## src/rtl/gpio_bank.sv

```systemverilog
// -----------------------------------------------------------------------------
// gpio_bank
// Parametrised GPIO bank behind a single-cycle register decoder. It holds the
// per-pin output data and direction registers, a two-flop input synchroniser,
// per-bit edge detection, and a maskable sticky interrupt.
//
// Parameters
//   WIDTH    number of pins and register data width (1..32)
//   RST_DIR  reset value of every DIR bit (1 = output)
//
// Ports
//   clock    in   system clock, rising edge
//   reset    in   asynchronous, active-high, clears all state
//   en       in   access strobe, one cycle per access
//   we       in   1 = write, 0 = read (qualified by en)
//   addr     in   register index
//   wdata    in   write data
//   rdata    out  read data, valid with rvalid, holds until the next read
//   rvalid   out  one-cycle pulse in the cycle after a read strobe
//   pin_in   in   asynchronous pad inputs
//   pin_out  out  DATA_OUT register
//   pin_dir  out  DIR register (1 = drive)
//   irq      out  registered OR of (IRQ_STATUS & IRQ_EN)
//
// Register map
//   0 DATA_OUT rw | 1 DIR rw | 2 DATA_IN ro | 3 IRQ_EN rw | 4 IRQ_STATUS w1c
//   5 EDGE_SEL rw (1 rising, 0 falling) | 6 OUT_SET wo | 7 OUT_CLR wo
//
// Build option
//   GPIO_SETCLR_EN  when defined, writes to 6/7 set/clear DATA_OUT bits. When
//                   undefined, those writes are ignored. Both addresses always
//                   read 0.
// -----------------------------------------------------------------------------
module gpio_bank #(
    parameter int WIDTH   = 8,
    parameter bit RST_DIR = 1'b0
) (
    input  logic             clock,
    input  logic             reset,
    input  logic             en,
    input  logic             we,
    input  logic [2:0]       addr,
    input  logic [WIDTH-1:0] wdata,
    output logic [WIDTH-1:0] rdata,
    output logic             rvalid,
    input  logic [WIDTH-1:0] pin_in,
    output logic [WIDTH-1:0] pin_out,
    output logic [WIDTH-1:0] pin_dir,
    output logic             irq
);

    typedef enum logic [2:0] {
        REG_DATA_OUT   = 3'd0,
        REG_DIR        = 3'd1,
        REG_DATA_IN    = 3'd2,
        REG_IRQ_EN     = 3'd3,
        REG_IRQ_STATUS = 3'd4,
        REG_EDGE_SEL   = 3'd5,
        REG_OUT_SET    = 3'd6,
        REG_OUT_CLR    = 3'd7
    } reg_addr_e;

    logic [WIDTH-1:0] data_out;
    logic [WIDTH-1:0] dir;
    logic [WIDTH-1:0] irq_en;
    logic [WIDTH-1:0] irq_status;
    logic [WIDTH-1:0] edge_sel;
    logic [WIDTH-1:0] s1, s2, s3;

    logic             wr;
    logic             rd;
    logic [WIDTH-1:0] edge_det;
    logic [WIDTH-1:0] w1c_mask;
    logic [WIDTH-1:0] rdata_next;

    assign wr = en & we;
    assign rd = en & ~we;

    // s2 is the synchronised DATA_IN and s3 is its previous sample. The
    // detection reads the registered EDGE_SEL. A change of polarity therefore
    // applies to the next comparison and never creates an edge of its own.
    assign edge_det = (edge_sel & s2 & ~s3) | (~edge_sel & ~s2 & s3);
    assign w1c_mask = (wr && addr == REG_IRQ_STATUS) ? wdata : '0;

    assign pin_out = data_out;
    assign pin_dir = dir;

    // NOTE: every combinational output gets a default first. A path that
    // leaves it unassigned would infer a latch.
    always_comb begin
        rdata_next = '0;
        case (addr)
            REG_DATA_OUT:   rdata_next = data_out;
            REG_DIR:        rdata_next = dir;
            REG_DATA_IN:    rdata_next = s2;
            REG_IRQ_EN:     rdata_next = irq_en;
            REG_IRQ_STATUS: rdata_next = irq_status;
            REG_EDGE_SEL:   rdata_next = edge_sel;
            default:        rdata_next = '0;
        endcase
    end

    // NOTE: sequential state uses non-blocking assignments only. Every flop
    // then samples the values from before the edge, so the order of the
    // statements has no effect.
    always_ff @(posedge clock or posedge reset) begin
        if (reset) begin
            data_out <= '0;
            dir      <= {WIDTH{RST_DIR}};
            irq_en   <= '0;
            edge_sel <= '0;
        end else if (wr) begin
            case (addr)
                REG_DATA_OUT: data_out <= wdata;
                REG_DIR:      dir      <= wdata;
                REG_IRQ_EN:   irq_en   <= wdata;
                REG_EDGE_SEL: edge_sel <= wdata;
`ifdef GPIO_SETCLR_EN
                REG_OUT_SET:  data_out <= data_out | wdata;
                REG_OUT_CLR:  data_out <= data_out & ~wdata;
`endif
                default: ;
            endcase
        end
    end

    // The input path is pad -> s1 -> s2 (DATA_IN) -> s3 (previous sample).
    always_ff @(posedge clock or posedge reset) begin
        if (reset) begin
            s1 <= '0;
            s2 <= '0;
            s3 <= '0;
        end else begin
            s1 <= pin_in;
            s2 <= s1;
            s3 <= s2;
        end
    end

    // The sticky status is applied after the W1C clear. A new edge in the same
    // cycle as a clear keeps its bit set. IRQ_EN does not gate the status.
    always_ff @(posedge clock or posedge reset) begin
        if (reset) begin
            irq_status <= '0;
            irq        <= 1'b0;
        end else begin
            irq_status <= (irq_status & ~w1c_mask) | edge_det;
            irq        <= |(irq_status & irq_en);
        end
    end

    always_ff @(posedge clock or posedge reset) begin
        if (reset) begin
            rdata  <= '0;
            rvalid <= 1'b0;
        end else begin
            rvalid <= rd;
            if (rd) rdata <= rdata_next;
        end
    end

endmodule

```

## config.mk

```make
export PLATFORM = sky130hd
export DESIGN_NAME = gpio_bank
export DESIGN_NICKNAME = d
export VERILOG_FILES = /design/src/rtl/gpio_bank.sv
export SDC_FILE = /design/constraint.sdc
export NUM_CORES = 1
export LEC_CHECK = 0
export ABC_AREA = 1
export CAP_MARGIN = 40
export CORE_ASPECT_RATIO = 0.6
export CORE_MARGIN = 10
export CORE_UTILIZATION = 53
export CTS_CLUSTER_DIAMETER = 30
export DETAILED_ROUTE_END_ITERATION = 16
export MAX_ROUTING_LAYER = met4
export PLACE_DENSITY = 0.79
export SLEW_MARGIN = 5
export SYNTH_ARGS = -nofsm -noshare
export SYNTH_HDL_FRONTEND = slang
export SYNTH_SLANG_ARGS = --single-unit
```

## constraint.sdc

```tcl
create_clock -name clock -period 3.63 [get_ports clock]
set_input_delay 1.089 -clock clock [delete_from_list [all_inputs] [get_ports clock]]
set_output_delay 1.089 -clock clock [all_outputs]
set_load 0.02 [all_outputs]
```

Yosys cells after proc, flatten, opt, wreduce, memory -nomap -nowiden:

Cells that the tools add are included.

* register bits: 74
* bits in latches: 0
* RAM bits: 0
* memory bits (read-only): 0
* input port bits: 23
* output and inout bits: 26
* word-level logic and storage cells: 40
* memories: 0

* $add $sub $neg: 0
* $mul: 0
* div/mod/pow operators: 0
* order comparisons: 0
* eq/ne operators: 5
* shift operators: 0
* multiplexer cells: 2
* bitwise gates (word level): 15
* reduce and logical (&&, ||, !) cells: 7

Operators with widths (number)
* 8-bit AND: 6
* 8-bit one-hot mux with 6 select lines: 1
* 8-bit inverter: 4
* 8-bit bitwise OR: 2
* 8-bit 2-to-1 mux: 1
* 2-bit AND reduction: 4
* 8-bit OR reduction: 1
* 3-bit by 2-bit equality test with 1-bit output (second input constant): 2
* 3-bit equality test (second input constant): 2
* 3-bit by 1-bit equality test with 1-bit output (second input constant): 1
* 3-bit zero test: 1
* 1-bit AND: 2
* 1-bit logical AND: 1
* 1-bit inverter: 1

Longest topological paths before layout:

Gate-level depths: netlist of the first run.

* word-level depth: 6
* gate-level depth with buffers: 8
* gate-level depth less buffers: 5

Worst setup path after synthesis of the first run:

OpenSTA, ideal clock, no wires.

* path kind: input to register
* from: input addr[0]
* to: register irq_status[6]
* library setup time: 0.134 ns
* arrival time: 1.772 ns
* data required time: 3.496 ns
* slack: 1.724 ns
* stages: 5
* buffers on the path: 1
* cell sequence: buf_4 -> nor2_8 -> nand3_2 -> o21ai_0 -> o211ai_1

* word-level cells in the longest chain between the ends: 6

Ends and longest elaborated chain
* from (decl): RTL line 42 `input logic [2:0] addr,`
* 3-bit equality test: RTL line 83 `assign w1c_mask = (wr && addr == REG_IRQ_STATUS) ? wdata : '0;`
* 1-bit logical AND: RTL line 83
* 8-bit 2-to-1 mux: RTL line 83
* 8-bit inverter: RTL line 147 `irq_status <= (irq_status & ~w1c_mask) | edge_det;`
* 8-bit AND: RTL line 147
* 8-bit bitwise OR: RTL line 147
* to (signal assigned): RTL line 147
* to (decl): RTL line 66 `logic [WIDTH-1:0] irq_status;`

No other way between the ends.
A chain may end at the register's enable or synchronous reset.

Worst setup path after layout of the first run:

* from: input addr[2]
* to: register rdata[7]

* word-level cells in the longest chain between the ends: 2
* elaborated cells between the ends (all ways): 7
* classes of those cells: eq/ne: 5; mux: 1; reduce/logical: 1

Ends and longest elaborated chain
* 3-bit equality test (tied with other cells): RTL line 92 `case (addr)`
* 8-bit one-hot mux with 6 select lines (*): RTL line 92
* to (signal assigned): RTL line 158 `if (rd) rdata <= rdata_next;`
* to (decl): RTL line 44 `output logic [WIDTH-1:0] rdata,`

Mark *: on every way between the ends. The rest lies on a longest branch, timed or not.

==> results.md, run 1 <==
* Status: complete, no violations
* Register area share after synthesis at between 50% and 60%
* Yosys top cell by area: dfrtp_1
* I/O pin count at 49
* CTS tree: yes
* DR WL/cell at ~17 µm
* Synth Warn # at 0
* DR vias at around 2.6k
* Adder-cell share of the synthesized area at 0%
* Largest net degree at the start of global routing at 32
* Clk buf depth at 2
* Max Slew Vio Count at 0
* Hold Crit Class: reg -> reg
* Crit path cell chain: clkdlybuf4s50_1 -> inv_6 -> nand3_2 -> nor2_1 -> nor2_1 -> a21oi_1
* CP endpoint kind: flop
* CP required at just under 4000 ps
* Xor/xnor share of the synthesized area at 0%
* Compound-gate portion of the synthesized area at about a tenth
* Post-DRT Antenna Nets at 0
* Fill cell total of the finished layout at about 470
* First-pass GRT wire length at 13300 µm
* Peak VDD IR at 0.294 mV
* Min Tclk post-route at roughly 2700 ps
* Max Fclk at 375 MHz
* #FFs+latches synth at 74
* DRC violations left at 0
* Post-Syn Nets at about 370
* Row count at 21
* Diodes inserted at 0
* Vert. Die Dim at roughly 80 µm
* Max Cap Viol at 0
* RSZ-0062 raised after global routing: false
* Mapped Area at ~3200 µm²
* Setup Buffers After CTS at 0
* CP most frequent cell: nor2_1
* Rel. slew slack at between 40% and 50%
* Setup Viol. Count Final at 0
* Post-synthesis mux area share at 0%
* Worst-skew pair later-pin latency at around 350 ps
* Data arrival, critical path at 2930 ps
* Core area at about 5700 µm²
* Finished Core Util at 68.8%
* Top-area cell type share of the netlist area at a little under three fifths
* Distinct cell type count of the synthesized netlist at 25
* Critical path startpoint category: input pin
* Delay of the slowest critical-path stage at roughly 850 ps
* First drt pass iteration count at 5
* CP max FO at 30
* Number of global-route vias before repair at 2504
* Sink Count at 74
* Total power at 2.22 mW
* Hold_buf cts at 0
* Clock transition at the registers of the reported paths at 80 ps
* Post-layout nets at between 400 and 500
* Total track usage at about 18%
* Htree depth at 3
* CTS root buf: clkbuf_8
* Num CTS Buffers at 9
* WL final at 8020 µm
* Synth Instances at approximately 340
* Setup TNS at 0 ps
* DIE AREA at ~9700 µm²
* Largest family of logic cells by synthesized area: simple AND/OR/NAND/NOR gates
* Cell leakage power at around 1.7 nW
* Final Hold Vio Count at 0
* Die X-Extent at roughly 120 µm
* Final period util at 73.5%
* Synth-to-layout area growth at 22.1%
* CP bufs+invs at 2
* Mean Syn Cell Area at 9.44 µm²
* Worst setup path category: in -> reg
* I/O Buffers at 48
* Post-CTS resize count at 0
* PD cells at roughly 560 nW/µm²
* Antenna violations before repair at 0
* Initial Util at between 50% and 60%
* Initial DRC count at 266
* Via-to-Cell Ratio at 5.59
* Worst-Margin Slew at ~850 ps
* Largest cells by area after synthesis: dfrtp_1 57%, nand2_1 8.5%, nor2_1 5.3%, nand4_1 4.8%, o21ai_0 2.9%
* Fraction of layout cells with a size suffix above 1 at ~8.4%
* Post-synthesis simple-gate area fraction at between 20 and 30%
* Total gr overflow at 0
* Routability Congestion at approximately 0.93
* DP HPWL at 5910 µm
* CP delay by family, top: buffers and inverters
* Critical path's slowest cell: clkdlybuf4s50_1
* Final WS setup at between 900 and 1000 ps
* Worst Skew at 5.76 ps
* Dpl ws at around 670 ps
-- final timing paths --
check | from | to | slack [ps] | depth (start not counted)
min in group asynchronous | reset | s1[3]$_DFF_PP0_ | 1160 | 2
min | s1[7]$_DFF_PP0_ | s2[7]$_DFF_PP0_ | 350 | 0
max reg2reg | irq_status[3]$_DFF_PP0_ | irq$_DFF_PP0_ | 2620 | 4
max in group asynchronous | reset | s2[1]$_DFF_PP0_ | 1820 | 3
min reg2reg | s1[7]$_DFF_PP0_ | s2[7]$_DFF_PP0_ | 350 | 0
max | addr[2] | rdata[7]$_DFFE_PP0P_ | 960 | 6
-- cell families (layout without fill, tap and decap cells) --
| family | after synthesis | count (layout) |
|---|---|---|
| AOI/OAI and AO/OA | 58 | 58 |
| and+or+nand+nor | 170 | 170 |
| DFF | 74 | 74 |
| buffers and inverters | 40 | 90 |
-- worst register-to-register path, cell delays in order (launching register included) --
cell,delay (ps)
dfrtp_1,400
nand2_1,70
nand2_1,60
a221oi_1,260
nand2_1,100
-- registers in the layout (all words and copies together), names as in the netlist --
| signal | cells |
|---|---|
| pin_out | 8 |
| rdata | 8 |
| edge_sel | 8 |
| s2 | 8 |
| irq | 1 |
| irq_en | 8 |
| rvalid | 1 |
| s1 | 8 |
| pin_dir | 8 |
| s3 | 8 |
| irq_status | 8 |
-- placed cells by master (no fill, tap or decap) --
| master | instances |
|---|---|
| a21oi_1 | 15 |
| a221oi_1 | 2 |
| buf_12 | 1 |
| buf_4 | 3 |
| bufinv_16 | 3 |
| clkbuf_8 | 9 |
| clkdlybuf4s50_1 | 48 |
| clkinv_2 | 1 |
| clkinv_4 | 1 |
| clkinvlp_4 | 1 |
| dfrtp_1 | 74 |
| inv_1 | 18 |
| inv_2 | 2 |
| inv_4 | 1 |
| inv_6 | 2 |
| nand2_1 | 73 |
| nand3_1 | 17 |
| nand3_2 | 3 |
| nand3_4 | 1 |
| nand4_1 | 25 |
| nand4_4 | 2 |
| nor2_1 | 46 |
| nor2_2 | 1 |
| nor2_4 | 1 |
| nor2_8 | 1 |
| o211ai_1 | 8 |
| o21ai_0 | 19 |
| o21ai_1 | 14 |
-- cell usage after synthesis --
| master | n |
|---|---|
| nand3_4 | 1 |
| nand2_1 | 73 |
| inv_1 | 19 |
| inv_4 | 1 |
| a21oi_1 | 15 |
| nor2_2 | 1 |
| inv_6 | 1 |
| buf_2 | 7 |
| o21ai_1 | 14 |
| clkinv_2 | 1 |
| nor2_4 | 1 |
| nor2_1 | 46 |
| buf_12 | 1 |
| buf_6 | 7 |
| a221oi_1 | 2 |
| o211ai_1 | 8 |
| buf_4 | 2 |
| o21ai_0 | 19 |
| nand3_2 | 3 |
| inv_2 | 1 |
| nand3_1 | 17 |
| nand4_4 | 2 |
| nand4_1 | 25 |
| nor2_8 | 1 |
| dfrtp_1 | 74 |
-- per-layer routing --
layer / GRT usage [%] / up-vias / part of all wire (%)
met2: 23.0 / 129 / 41
met3: 6.91 / 8 / 10
li1: - / 1241 / -
met4: 5.04 / 0 / 0.80
met1: 25.4 / 1260 / 48
met5: - / - / 0
-- power breakdown --
part / leakage (nW) / switching, mW / total (mW) / internal (mW)
registers: 0.864 / 0.0963 / 1.03 / 0.934
logic: 0.760 / 0.238 / 0.425 / 0.187
clock network: 0.116 / 0.306 / 0.762 / 0.456
total: 1.74 / 0.641 / 2.22 / 1.58
-- stage by stage --
stage	hold WS, ps	cell area (µm²)	std cells
after global placement	332	3700	457
after global routing	364	3940	472
after floorplan	331	3230	342
after detailed placement	336	3700	457
final	351	3940	472
after CTS	351	3940	472
-- final cells by class --
type                       count  area, µm²  area share, %
inverter                      23       95.1           2.41
tap                           80        100           2.54
clock buffer                   9        124           3.14
timing repair buffer          52        523           13.3
multi-input combinational    228       1130           28.8
clock inverter                 6        115           2.92
sequential                    74       1850           47.0
Note: power is estimated with default switching activity, not from simulation.
==> run 2, diff against run 1 <==
Settings changed: CORE_UTILIZATION 53 to 48, PLACE_DENSITY 0.79 to 0.75.
Clock period 3.63 ns to 2.16 ns, I/O delays scaled along.
==> results.md, run 2 (synthesized netlist as in run 1, its figures left out) <==
* Clock transition at the registers of the reported paths at 80 ps (about the same)
* Sink Count at 74 (unchanged)
* Switching part of the total at 29.9% (+1.0 points)
* DR vias at 2663 (+0.95%)
* Critical path's slowest cell: clkdlybuf4s50_1
* Largest net degree at the start of global routing at 43 (+34%)
* Peak VDD IR at 0.465 mV (+58%)
* Number of global-route vias before repair at 2581 (+3.1%)
* DR WL/cell at 17.7 µm (+4.0%)
* DIE AREA at 10500 µm² (+8.2%)
* P_int at 2.59 mW (+64%)
* Htree depth at 3 (unchanged)
* Total gr overflow at 0 (unchanged)
* Setup Viol. Count Final at 0 (unchanged)
* Routability Congestion at 0.914 (-1.3%)
* CTS root buf: clkbuf_8
* R2r setup slk at 1100 ps (-1520 ps)
* Final Hold Vio Count at 0 (unchanged)
* Hold_buf cts at 0 (unchanged)
* Cell leakage power at 1.77 nW (+1.9%)
* Diodes inserted at 0 (unchanged)
* Crit path cell chain: clkdlybuf4s50_1
* FF-to-FF Start: irq_en[4]$_DFFE_PP0P_
* Num CTS Buffers at 9 (unchanged)
* Setup Buffers After CTS at 0 (unchanged)
* Post-CTS resize count at 0 (unchanged)
* Data arrival, critical path at 1390 ps (-1540 ps)
* Min Tclk post-route at 2040 ps
* CP endpoint kind: primary output
* Worst setup path category: reg -> out
* Fin cells at 484 (+2.5%)
* I/O pin count at 49 (unchanged)
* Total track usage at 17.2% (-0.81 points)
* Initial Util at 49.0% (-7.4 points)
* Worst-Margin Slew at 333 ps (-514 ps)
* Max Cap Viol at 0 (unchanged)
* R2r worst-path depth at 4 (unchanged)
* Seq pwr share at 47.0% (+0.5 points)
* Setup TNS at 0 ps (unchanged)
* Hold endpoint: s2[4]$_DFF_PP0_
* RSZ-0062 raised after global routing: false
* CP delay by family, top: buffers and inverters
* Cell Count Post-Placement at 468 (+2.4%)
* Commonest cells after routing, fill and taps aside: 74 x dfrtp_1, 73 x nand2_1, 48 x clkdlybuf4s50_1
* Antenna violations before repair at 0 (unchanged)
* Post-DRT Antenna Nets at 0 (unchanged)
* Worst hold path depth at 0 (unchanged)
* Finished Core Util at 61.4% (-7.4 points)
* Delay of the slowest critical-path stage at 630 ps (-220 ps)
* CTS tree: yes
* First drt pass iteration count at 5 (unchanged)
* Max Slew Vio Count at 0 (unchanged)
* Hold_sp: s1[4]$_DFF_PP0_
* Rel. slew slack at 77.7% (+34 points)
* DRC violations left at 0 (unchanged)
* Post-layout nets at 415 (+0.97%)
* Clock Power Share at 33.0% (-1.4 points)
* Critical path startpoint category: flop
* Worst-skew pair later-pin latency at 360 ps (about the same)
* First-pass GRT wire length at 14200 µm (+6.9%)
* Core area at 6590 µm² (+15%)
* CP bufs+invs at 1 (-1)
* Final period util at a little over nine tenths
* CP max FO at 3 (-90%)
* Clk buf depth at 2 (unchanged)
* Hold Crit Class: reg -> reg
* Fraction of layout cells with a size suffix above 1 at 9.57% (+1.2 points)
* Synth-to-layout area growth at 25.3%
* Worst flop-to-flop path endpoint: irq$_DFF_PP0_
* Switch Pwr at 1.10 mW (+72%)
* Vert. Die Dim at 83.5 µm (+3.8%)
* Via-to-Cell Ratio at 5.50 (-1.6%)
* Status: complete, no violations
* PD cells at 911 nW/µm² (+62%)
* Row count at 23 (+9.5%)
* Max Fclk at around 500 MHz
* Worst Skew at 9.69 ps (+3.93 ps)
* Initial DRC count at 352 (+32%)
* Die X-Extent at 126 µm (+4.2%)
* DP HPWL at 6010 µm (+1.7%)
* CP required at 1510 ps (-2390 ps)
* Commonest non-fill, non-tap cell in the layout: dfrtp_1
* WL final at 8550 µm (+6.6%)
* Gate power share at 20.0% (+0.8 points)
* I/O Buffers at 48 (unchanged)
==> run 2: changes by cell type in the layout (fill, tap and decap cells not counted), sizes merged <==
cell	delta
buf	+4
inv	-1
clkbuf	+1
bufinv	-1
clkinvlp	+2
==> run 2: power by group through the flow <==
| stage | sequential [mW] | clock, mW | combinational [mW] |
|---|---|---|---|
| final | 1.73 | 1.22 | 0.739 |
| after global routing | 1.76 | 1.31 | 0.816 |
| after CTS | 1.73 | 1.24 | 0.746 |
| after detailed placement | 1.76 | 0 | 0.744 |
| after global placement | 1.75 | 0 | 0.725 |
| after floorplan | 1.82 | 0 | 0.316 |
==> run 2: worst max path at each step <==
stage / start / endpoint / slack (ps) / cells past startpoint
global placement: addr[1] / irq_status[7]$_DFF_PP0_ / 100 / 6
CTS: pin_out[0]$_DFFE_PP0P_ / pin_out[0] / 90 / 1
floorplan: reset / edge_sel[0]$_DFFE_PP0P_ / 690 / 1
global route: pin_out[0]$_DFFE_PP0P_ / pin_out[0] / 60 / 1
detailed placement: addr[1] / irq_status[1]$_DFF_PP0_ / -7 / 6
finish: pin_dir[6]$_DFFE_PP0P_ / pin_dir[6] / 120 / 1
==> run 2: cell type report <==
cell class	instances	area (µm²)
fillers	599	2540
flip-flops and latches	74	1850
multi-input cells	228	1130
repair buffers	56	628
clock buffers	10	138
well taps	87	109
inverters	23	98.8
clock inverters	6	88.8
==> run 2: per-stage QoR <==
step | hold WS [ps] | instance area, µm² | setup WS [ps] | power [mW]
5_1_grt | 357 | 4050 | 59.7 | 3.89
2_1_floorplan | 331 | 3230 | 686 | 2.14
3_3_place_gp | 332 | 3820 | 95.8 | 2.47
6_report | 352 | 4050 | 119 | 3.69
4_1_cts | 355 | 4050 | 93.6 | 3.71
3_5_place_dp | 337 | 3820 | -6.55 | 2.50
==> run 2: layer usage <==
layer	vias up	track usage, %	routed length, µm
li1	1247	-	-
met4	0	3.81	57
met5	-	-	0
met1	1283	24.8	4180
met2	127	22.0	3480
met3	6	6.28	840
